## src/rtl/sram_arbiter.sv

```systemverilog
`default_nettype none
// ============================================================================
//  Module      : sram_arbiter
//  Description : Round-robin arbiter sharing one single-port synchronous SRAM
//                between two requesters (A, B). One access in flight at a
//                time, with read data returned to the granted requester.
//  Revision    : 1.0  initial release
// ============================================================================
module sram_arbiter #(
   parameter int ADDR_W   = 8,
   parameter int DATA_W   = 8,
   parameter int READ_LAT = 1
) (
   input  logic              clk,
   input  logic              reset,
   // requester A
   input  logic              a_req,
   input  logic              a_we,
   input  logic [ADDR_W-1:0] a_addr,
   input  logic [DATA_W-1:0] a_wdata,
   output logic              a_gnt,
   output logic              a_rvalid,
   output logic [DATA_W-1:0] a_rdata,
   // requester B
   input  logic              b_req,
   input  logic              b_we,
   input  logic [ADDR_W-1:0] b_addr,
   input  logic [DATA_W-1:0] b_wdata,
   output logic              b_gnt,
   output logic              b_rvalid,
   output logic [DATA_W-1:0] b_rdata,
   // SRAM side
   output logic              mem_en,
   output logic              mem_we,
   output logic [ADDR_W-1:0] mem_addr,
   output logic [DATA_W-1:0] mem_wdata,
   input  logic [DATA_W-1:0] mem_rdata
);

   typedef enum logic [1:0] {
      S_IDLE  = 2'd0,
      S_ISSUE = 2'd1,
      S_WAIT  = 2'd2
   } state_t;

   // WAIT lasts READ_LAT cycles: counter loads READ_LAT-1 and ends at zero
   localparam int                 C_CNT_W    = (READ_LAT > 1) ? $clog2(READ_LAT) : 1;
   localparam logic [C_CNT_W-1:0] C_CNT_LOAD = C_CNT_W'(READ_LAT - 1);

   state_t              r_state;
   state_t              w_state_nxt;
   logic                w_accept;
   logic                w_win_b;
   logic                w_rd_done;

   logic                r_prio_b;   // 1: B wins the next tie
   logic                r_id;       // 0: A owns the access, 1: B
   logic                r_we;
   logic [ADDR_W-1:0]   r_addr;
   logic [DATA_W-1:0]   r_wdata;
   logic [C_CNT_W-1:0]  r_cnt;
   logic                r_a_rvalid;
   logic                r_b_rvalid;
   logic [DATA_W-1:0]   r_a_rdata;
   logic [DATA_W-1:0]   r_b_rdata;

   // Next-state and arbitration decision
   always_comb begin
      w_state_nxt = r_state;
      w_accept    = 1'b0;
      w_win_b     = 1'b0;
      case (r_state)
         S_IDLE: begin
            if (a_req || b_req) begin
               w_accept    = 1'b1;
               w_win_b     = b_req && (!a_req || r_prio_b);
               w_state_nxt = S_ISSUE;
            end
         end
         S_ISSUE: w_state_nxt = r_we ? S_IDLE : S_WAIT;
         S_WAIT: begin
            if (r_cnt == '0) begin
               w_state_nxt = S_IDLE;
            end
         end
         default: w_state_nxt = S_IDLE;
      endcase
   end

   assign w_rd_done = (r_state == S_WAIT) && (r_cnt == '0);

   // State register; reset aborts any in-flight access
   always_ff @(posedge clk or posedge reset) begin
      if (reset) begin
         r_state <= S_IDLE;
      end else begin
         r_state <= w_state_nxt;
      end
   end

   // Winner's request latch, round-robin pointer and latency counter
   always_ff @(posedge clk or posedge reset) begin
      if (reset) begin
         r_prio_b <= 1'b0;
         r_id     <= 1'b0;
         r_we     <= 1'b0;
         r_addr   <= '0;
         r_wdata  <= '0;
         r_cnt    <= '0;
      end else begin
         if (w_accept) begin
            r_id     <= w_win_b;
            r_prio_b <= !w_win_b;
            r_we     <= w_win_b ? b_we    : a_we;
            r_addr   <= w_win_b ? b_addr  : a_addr;
            r_wdata  <= w_win_b ? b_wdata : a_wdata;
         end
         if (r_state == S_ISSUE) begin
            r_cnt <= C_CNT_LOAD;
         end else if (r_state == S_WAIT && r_cnt != '0) begin
            r_cnt <= r_cnt - C_CNT_W'(1);
         end
      end
   end

   // Read return: capture on the last WAIT cycle, pulse rvalid the cycle after
   always_ff @(posedge clk or posedge reset) begin
      if (reset) begin
         r_a_rvalid <= 1'b0;
         r_b_rvalid <= 1'b0;
         r_a_rdata  <= '0;
         r_b_rdata  <= '0;
      end else begin
         r_a_rvalid <= w_rd_done && !r_id;
         r_b_rvalid <= w_rd_done &&  r_id;
         if (w_rd_done && !r_id) begin
            r_a_rdata <= mem_rdata;
         end
         if (w_rd_done && r_id) begin
            r_b_rdata <= mem_rdata;
         end
      end
   end

   // Strobes decode straight from state so reset drops them immediately
   assign a_gnt     = (r_state == S_ISSUE) && !r_id;
   assign b_gnt     = (r_state == S_ISSUE) &&  r_id;
   assign mem_en    = (r_state == S_ISSUE);
   assign mem_we    = (r_state == S_ISSUE) && r_we;
   assign mem_addr  = r_addr;
   assign mem_wdata = r_wdata;
   assign a_rvalid  = r_a_rvalid;
   assign b_rvalid  = r_b_rvalid;
   assign a_rdata   = r_a_rdata;
   assign b_rdata   = r_b_rdata;

endmodule
`default_nettype wire

```

## config.mk

```make
export PLATFORM = sky130hd
export DESIGN_NAME = sram_arbiter
export DESIGN_NICKNAME = d
export VERILOG_FILES = /design/src/rtl/sram_arbiter.sv
export SDC_FILE = /design/constraint.sdc
export NUM_CORES = 1
export LEC_CHECK = 0
export BUFFER_PORTS_ARGS = -buffer_cell sky130_fd_sc_hd__buf_2
export CORE_MARGIN = 5
export CORE_UTILIZATION = 49
export DETAILED_ROUTE_END_ITERATION = 8
export HOLD_SLACK_MARGIN = 0.03
export PLACE_DENSITY = 0.91
export SYNTH_ARGS = -nofsm -noshare
export SYNTH_HDL_FRONTEND = slang
export SYNTH_SLANG_ARGS = --single-unit
```

## constraint.sdc

```tcl
create_clock -name clk -period 2.7 [get_ports clk]
set_input_delay 0.135 -clock clk [delete_from_list [all_inputs] [get_ports clk]]
set_output_delay 0.135 -clock clk [all_outputs]
set_load 0.02 [all_outputs]
```

==> results of run 1 <==
[through the flow]
step                      setup WS [ps]  hold WS (ps)  utilization  power, mW  instances
final                               934          28.1        0.708       2.96        279
after global routing                811          44.1        0.708       3.16        279
after CTS                           957          39.0        0.708       2.97        279
after detailed placement            981           376        0.649       2.54        260
after global placement             1030           373        0.649       2.49        260
after floorplan                    1230           280            -       2.06        136
[worst max-delay path, stage by stage (launching register included)]
cell and delay [ps]:
dfrtp_1 440, nor3b_2 680, nand2_2 210, a221o_1 340
[synth_stat cells]
cell       instances
nor2_1             2
nor3b_1            1
nand2b_1           3
nor3_4             1
a2bb2oi_1          1
and3_1            17
nor3b_2            1
buf_6              2
a221o_1            9
a22o_1             1
and2_1             2
a32oi_1            8
inv_1              4
a211oi_1           1
o22ai_1            1
dfrtp_1           40
nand2_2            2
o2bb2ai_1          8
buf_2              4
a21oi_1            8
mux2_2            16
clkbuf_1           3
or2_1              1
[per-layer routing]
| layer | wire, um | vias to the layer above | GRT usage |
|---|---|---|---|
| met3 | 494 | 5 | 0.0739 |
| met2 | 2120 | 78 | 0.301 |
| met4 | 54 | 0 | 0.0745 |
| met5 | 0 | - | 0 |
| met1 | 1770 | 704 | 0.240 |
| li1 | - | 717 | - |
[power by group through the flow]
stage | sequential [mW] | combinational, mW | clock [mW]
final | 1.06 | 1.48 | 0.418
after global routing | 1.10 | 1.60 | 0.454
after CTS | 1.06 | 1.49 | 0.427
after detailed placement | 1.06 | 1.47 | 0
after global placement | 1.06 | 1.43 | 0
after floorplan | 1.37 | 0.692 | 0
[how the worst max path moves through the flow]
stage | from | end | cells after the start
2_1_floorplan | r_state[0] | b_rdata[0] | 4
3_3_place_gp | r_state[1] | mem_wdata[5] | 3
3_5_place_dp | r_state[1] | mem_wdata[3] | 3
4_1_cts | r_state[1] | mem_wdata[3] | 3
5_1_grt | r_state[1] | mem_wdata[4] | 3
6_report | r_state[1] | mem_wdata[3] | 3
[layout make-up]
cell class              instances  area, um2  share of cell area
clock buffers                   6       51.3              0.0214
clock inverters                 2       38.8              0.0162
inverters                       4       15.0             0.00625
multi-input cells              83        682               0.284
flip-flops and latches         40       1000               0.417
well taps                      46       57.6              0.0240
repair buffers                 98        556               0.231
[sequential cells by signal (all words and copies together), names as in the netlist]
register,count
b_rvalid,1
a_rvalid,1
mem_addr,8
b_rdata,8
a_rdata,8
r_state,2
mem_wdata,8
r_id,1
r_prio_b,1
r_cnt,1
r_we,1
[kinds of logic (layout without fill, tap and decap cells)]
| logic type | after synthesis | in the layout |
|---|---|---|
| flip-flops | 40 | 40 |
| multiplexers | 16 | 16 |
| buffers and inverters | 13 | 110 |
| AO/OA/AOI/OAI | 37 | 37 |
| AND/OR/NAND/NOR | 30 | 30 |
==> flow_summary.ini, run 1 <==
[final_layout]
final_area_mm2 = 0.00240
area_delta_synth_final_pct = 37.1
final_nets = 278
n_antenna_cell = 0
fillCellCount = 238
drive_gt1_frac = 0.494
layout_common_cells = buf_2 (83), dfrtp_1 (40), and3_1 (17)
final_common_cell = buf_2

[global_route]
grt_max_degree = 30
gr-total-overflow = 0
antenna_found_initial = 0
grt_use_total = 0.193
grt_pass1_wl_um = 7530
grt_pass1_vias = 1588

[synthesis]
synth_top_area_frac = 0.571
synthSimpleGateAreaFrac = 0.114
ys_seq_elements = 40
synthAdderAreaFrac = 0
syn_nets = 182
yosys_warnings = 0
synth_compound_area_frac = 0.172
ys_seq_area_frac = 0.571
muxShareOfSynthArea = 0.103
post_synth.cell_area_avg_um2 = 12.9
synth_top_family_by_area = compound AO/OA/AOI/OAI gates
synth-xor-area-share = 0
syn_inst = 136
synth.area.top_cells = dfrtp_1 (57%), mux2_2 (10%), and3_1 (6.1%)
yosys.area.top_type = dfrtp_1
synth_cell_types = 23
syn-cell-area_mm2 = 0.00175

[clock_network]
cts_buffers = 5
clock-sinks = 40
post_cts_resized = 0
cts_root_buf = clkbuf_4
cts_hold_buf = 11
cts_tree = built
path_clk_slew_ps = 120
clk_latency_ps = 350
htree_levels = 2
clk_path_buf_depth = 2
post_cts_buffers = 0

[drt]
dr.pass1.iters = 4
drt_iter0_drc = 145
vias = 1504
viasPerCell = 5.39
wire_per_inst_um = 15.9
drt-total-wl_um = 4440
final_antenna_net_count = 0
drc = 0

[timing]
fmax_mhz = 566
finalSetupTns_ps = 0
setup_viol = 0
worstMarginPinSlew_ps = 1050
report.final.hold_viol_count = 0
maxSlewHeadroom = 0.296
fin_crit_ps = 1770
slew_violations = 0
rsz0062_at_grt = no
fin_crit_sh = 0.654
skew_ps = 2.88

[worst_setup_path]
r2r-start = r_state[1]
crit_type = reg2reg
crit_path_end_kind = flip-flop
cp-start-kind = flip-flop
arrival_ps = 2010
rrSetupSlack_ps = 930
r2r_cells = 3
crit_fanout = 15
r2r-end = mem_wdata[3]
required_ps = 2940

[placed_design]
portBuffers = 83
dp_hpwl_um = 3270
placed_cell_area_mm2 = 0.00220
gp_congestion = 0.749

[power_and_ir_drop]
swShare = 0.416
p_clk_frac = 0.141
power_density_mw_per_mm2 = 1230
internal_power_mw = 1.73
seqPwrFrac = 0.358
max-vdd-ir-drop_mv = 0.676
p_leak_nw = 1.23
p_sw_mw = 1.23
p_comb_frac = 0.501

[floorplan]
die_h_um = 69.8
start_util = 0.517
io_pins = 84
core_mm2 = 0.00339
dieArea_mm2 = 0.00487
die_w_um = 69.8
rows = 21

[status]
status = complete, no violations

[hold_path]
hold_path.class = in2async

[job]
maxCapViolCount = 0
(Power assumes the default switching activity.)
==> inputs of run 2 (changes only) <==
--- a/config.mk
+++ b/config.mk
@@ -5,12 +5,13 @@
 export SDC_FILE = /design/constraint.sdc
 export NUM_CORES = 1
 export LEC_CHECK = 0
+export ABC_AREA = 1
 export BUFFER_PORTS_ARGS = -buffer_cell sky130_fd_sc_hd__buf_2
 export CORE_MARGIN = 5
-export CORE_UTILIZATION = 49
+export CORE_UTILIZATION = 47
 export DETAILED_ROUTE_END_ITERATION = 8
 export HOLD_SLACK_MARGIN = 0.03
-export PLACE_DENSITY = 0.91
+export PLACE_DENSITY = 0.86
 export SYNTH_ARGS = -nofsm -noshare
 export SYNTH_HDL_FRONTEND = slang
 export SYNTH_SLANG_ARGS = --single-unit
==> constraint.sdc (replaced) <==
create_clock -name clk -period 1.8 [get_ports clk]
set_input_delay 0.09 -clock clk [delete_from_list [all_inputs] [get_ports clk]]
set_output_delay 0.09 -clock clk [all_outputs]
set_load 0.02 [all_outputs]
==> run 2 against run 1 <==
Compared with the run above:
- die area rose by 14%
- routed wire length rose by 4.1%
- hold slack improved by 35 ps
- non-clock buffer count fell by 10
- clock-buffer cell count did not move
- sequential share of layout area fell by 2.2 points
- clock power rose by 84%
- critical path type is now reg2out
- largest cell class unchanged
==> flow_summary.ini, run 2 <==
[clock_network]
cts_buffers = 5
cts_root_buf = clkbuf_8
cts_tree = built
clk_latency_ps = 290
htree_levels = 2
path_clk_slew_ps = 80
clock-sinks = 40
clk_path_buf_depth = 2
post_cts_buffers = 0
post_cts_resized = 0

[floorplan]
die_w_um = 74.5
io_pins = 84
die_h_um = 74.5
core_mm2 = 0.00403
rows = 23
start_util = 0.486
dieArea_mm2 = 0.00556

[timing]
setup_viol = 0
rsz0062_at_grt = no
fmax_mhz = 683
finalSetupTns_ps = 0
skew_ps = 7.99
fin_crit_ps = 1460
whs_ps = 63.3
slew_violations = 0
report.final.hold_viol_count = 0
fin_ws_ps = 336
maxSlewHeadroom = 0.670
fin_crit_sh = 0.814
worstMarginPinSlew_ps = 495

[synthesis]
synth_cell_types = 18
syn_nets = 275
synth_top_area_frac = 0.511
ys_seq_area_frac = 0.511
syn-cell-area_mm2 = 0.00196
synth_edf_count = 0
synth_ff_type = dfrtp_1
yosys.area.top_type = dfrtp_1
syn_inst = 229
synth_commonest_cells = nand2_1 (89), dfrtp_1 (40), inv_1 (37)
synth.area.top_cells = dfrtp_1 (51%), nand2_1 (17%), o21ai_2 (7.2%)
ys_seq_elements = 40
yosys_warnings = 0
synthArstFlopShare = 1.00
post-synth-top-count-cell = nand2_1
post_synth.cell_area_avg_um2 = 8.55

[final_layout]
area_delta_synth_final_pct = 29.4
final_area_mm2 = 0.00253
final_nets = 363
fillCellCount = 371
drive_gt1_frac = 0.384
layout_common_cells = nand2_1 (89), buf_2 (83), dfrtp_1 (40)
final_common_cell = nand2_1
n_antenna_cell = 0
fin_util = 0.629
layoutNonFillerInstCount = 368

[status]
status = complete, no violations

[drt]
vias = 1705
viasPerCell = 4.63
final_antenna_net_count = 0
drt-total-wl_um = 4620
drt_iter0_drc = 94
dr.pass1.iters = 4
drc = 0
wire_per_inst_um = 12.5

[worst_setup_path]
crit_type = reg2out
slowest_stage = dfrtp_1
r2r_cells = 7
path_common_cell = nor2_1
r2r-start = r_state[1]
crit_path_end_kind = output port
r2r-end = mem_wdata[6]
cp-start-kind = flip-flop
arrival_ps = 1370
crit_fanout = 4
max_stage_delay_ps = 460
required_ps = 1710
crit_chain = inv_2 > nor2_1 > inv_1 > nor2_1 > buf_2
rrSetupSlack_ps = 410

[placed_design]
placed_cell_area_mm2 = 0.00237
portBuffers = 83
dp_hpwl_um = 3450
gp_congestion = 0.796
dp_slack_ps = 435
numPlacedInstances = 356

[power_and_ir_drop]
p_leak_nw = 1.52
power_density_mw_per_mm2 = 1860
power_mw = 4.70
max-vdd-ir-drop_mv = 0.865

[global_route]
grt_use_total = 0.181
gr-total-overflow = 0
grt_pass1_wl_um = 7590
antenna_found_initial = 0
grt_max_degree = 41
grt_pass1_vias = 1623

[job]
maxCapViolCount = 0

[hold_path]
holdPathStages = 3
min_from = a_we
hold_end = r_we
hold_path.class = in2reg
## run 2: cell count changes in the layout (fill, tap and decap cells not counted), sizes merged, moves of 9 or more
cell	before	now
and3	17	0
nand3	0	15
inv	4	40
mux2	16	0
a221o	9	0
o21ai	0	19
nand2	2	93
## run 2: how the worst max path moves through the flow
stage                     startpoint  cells past startpoint     endpoint  slack [ps]
after global placement    r_state[0]                      7  mem_addr[2]         510
final                     r_state[0]                      5        b_gnt         340
after CTS                 r_state[0]                      5       mem_we         320
after detailed placement  r_state[0]                      7  mem_addr[3]         440
after global routing      r_state[0]                      5        a_gnt         240
after floorplan           r_state[0]                      4        a_gnt         420
## run 2: critical path: cells and delay by family, from the launching register on
family | cells | cell delay, ps
buffers and inverters | 3 | 350
DFF | 1 | 460
and+or+nand+nor | 2 | 280
## run 2: final cells by class
class,count,area (um2),share of cell area
Clock buffer,6,82.6,0.0326
Clock inverter,2,38.8,0.0153
Inverter,40,153,0.0602
Multi-Input combinational cell,142,733,0.289
Sequential cell,40,1000,0.395
Tap cell,50,62.6,0.0247
Timing Repair Buffer,88,463,0.183
## run 2: repair_timing
action / CTS / global route
endpoints found under the hold margin: 43 / 0
setup endpoints to repair: 0 / 0
hold buffers: 4 / 0
## run 2: cells by family after synthesis
logic type / count (synthesis) / synth area share
simple gates: 123 / 0.295
flops: 40 / 0.511
compound gates: 19 / 0.0792
buf+inv: 47 / 0.114
## run 2: layer usage
metal,track usage,wire (um)
met1,0.235,1900
met2,0.300,2440
met3,0.0338,217
met4,0.0652,63
met5,0,0
## run 2: where the power goes
part / internal [mW] / switching (mW) / total [mW] / leakage (nW)
Combinational: 0.762 / 1.56 / 2.33 / 0.969
Sequential: 1.34 / 0.267 / 1.61 / 0.490
Clock: 0.453 / 0.316 / 0.769 / 0.0614
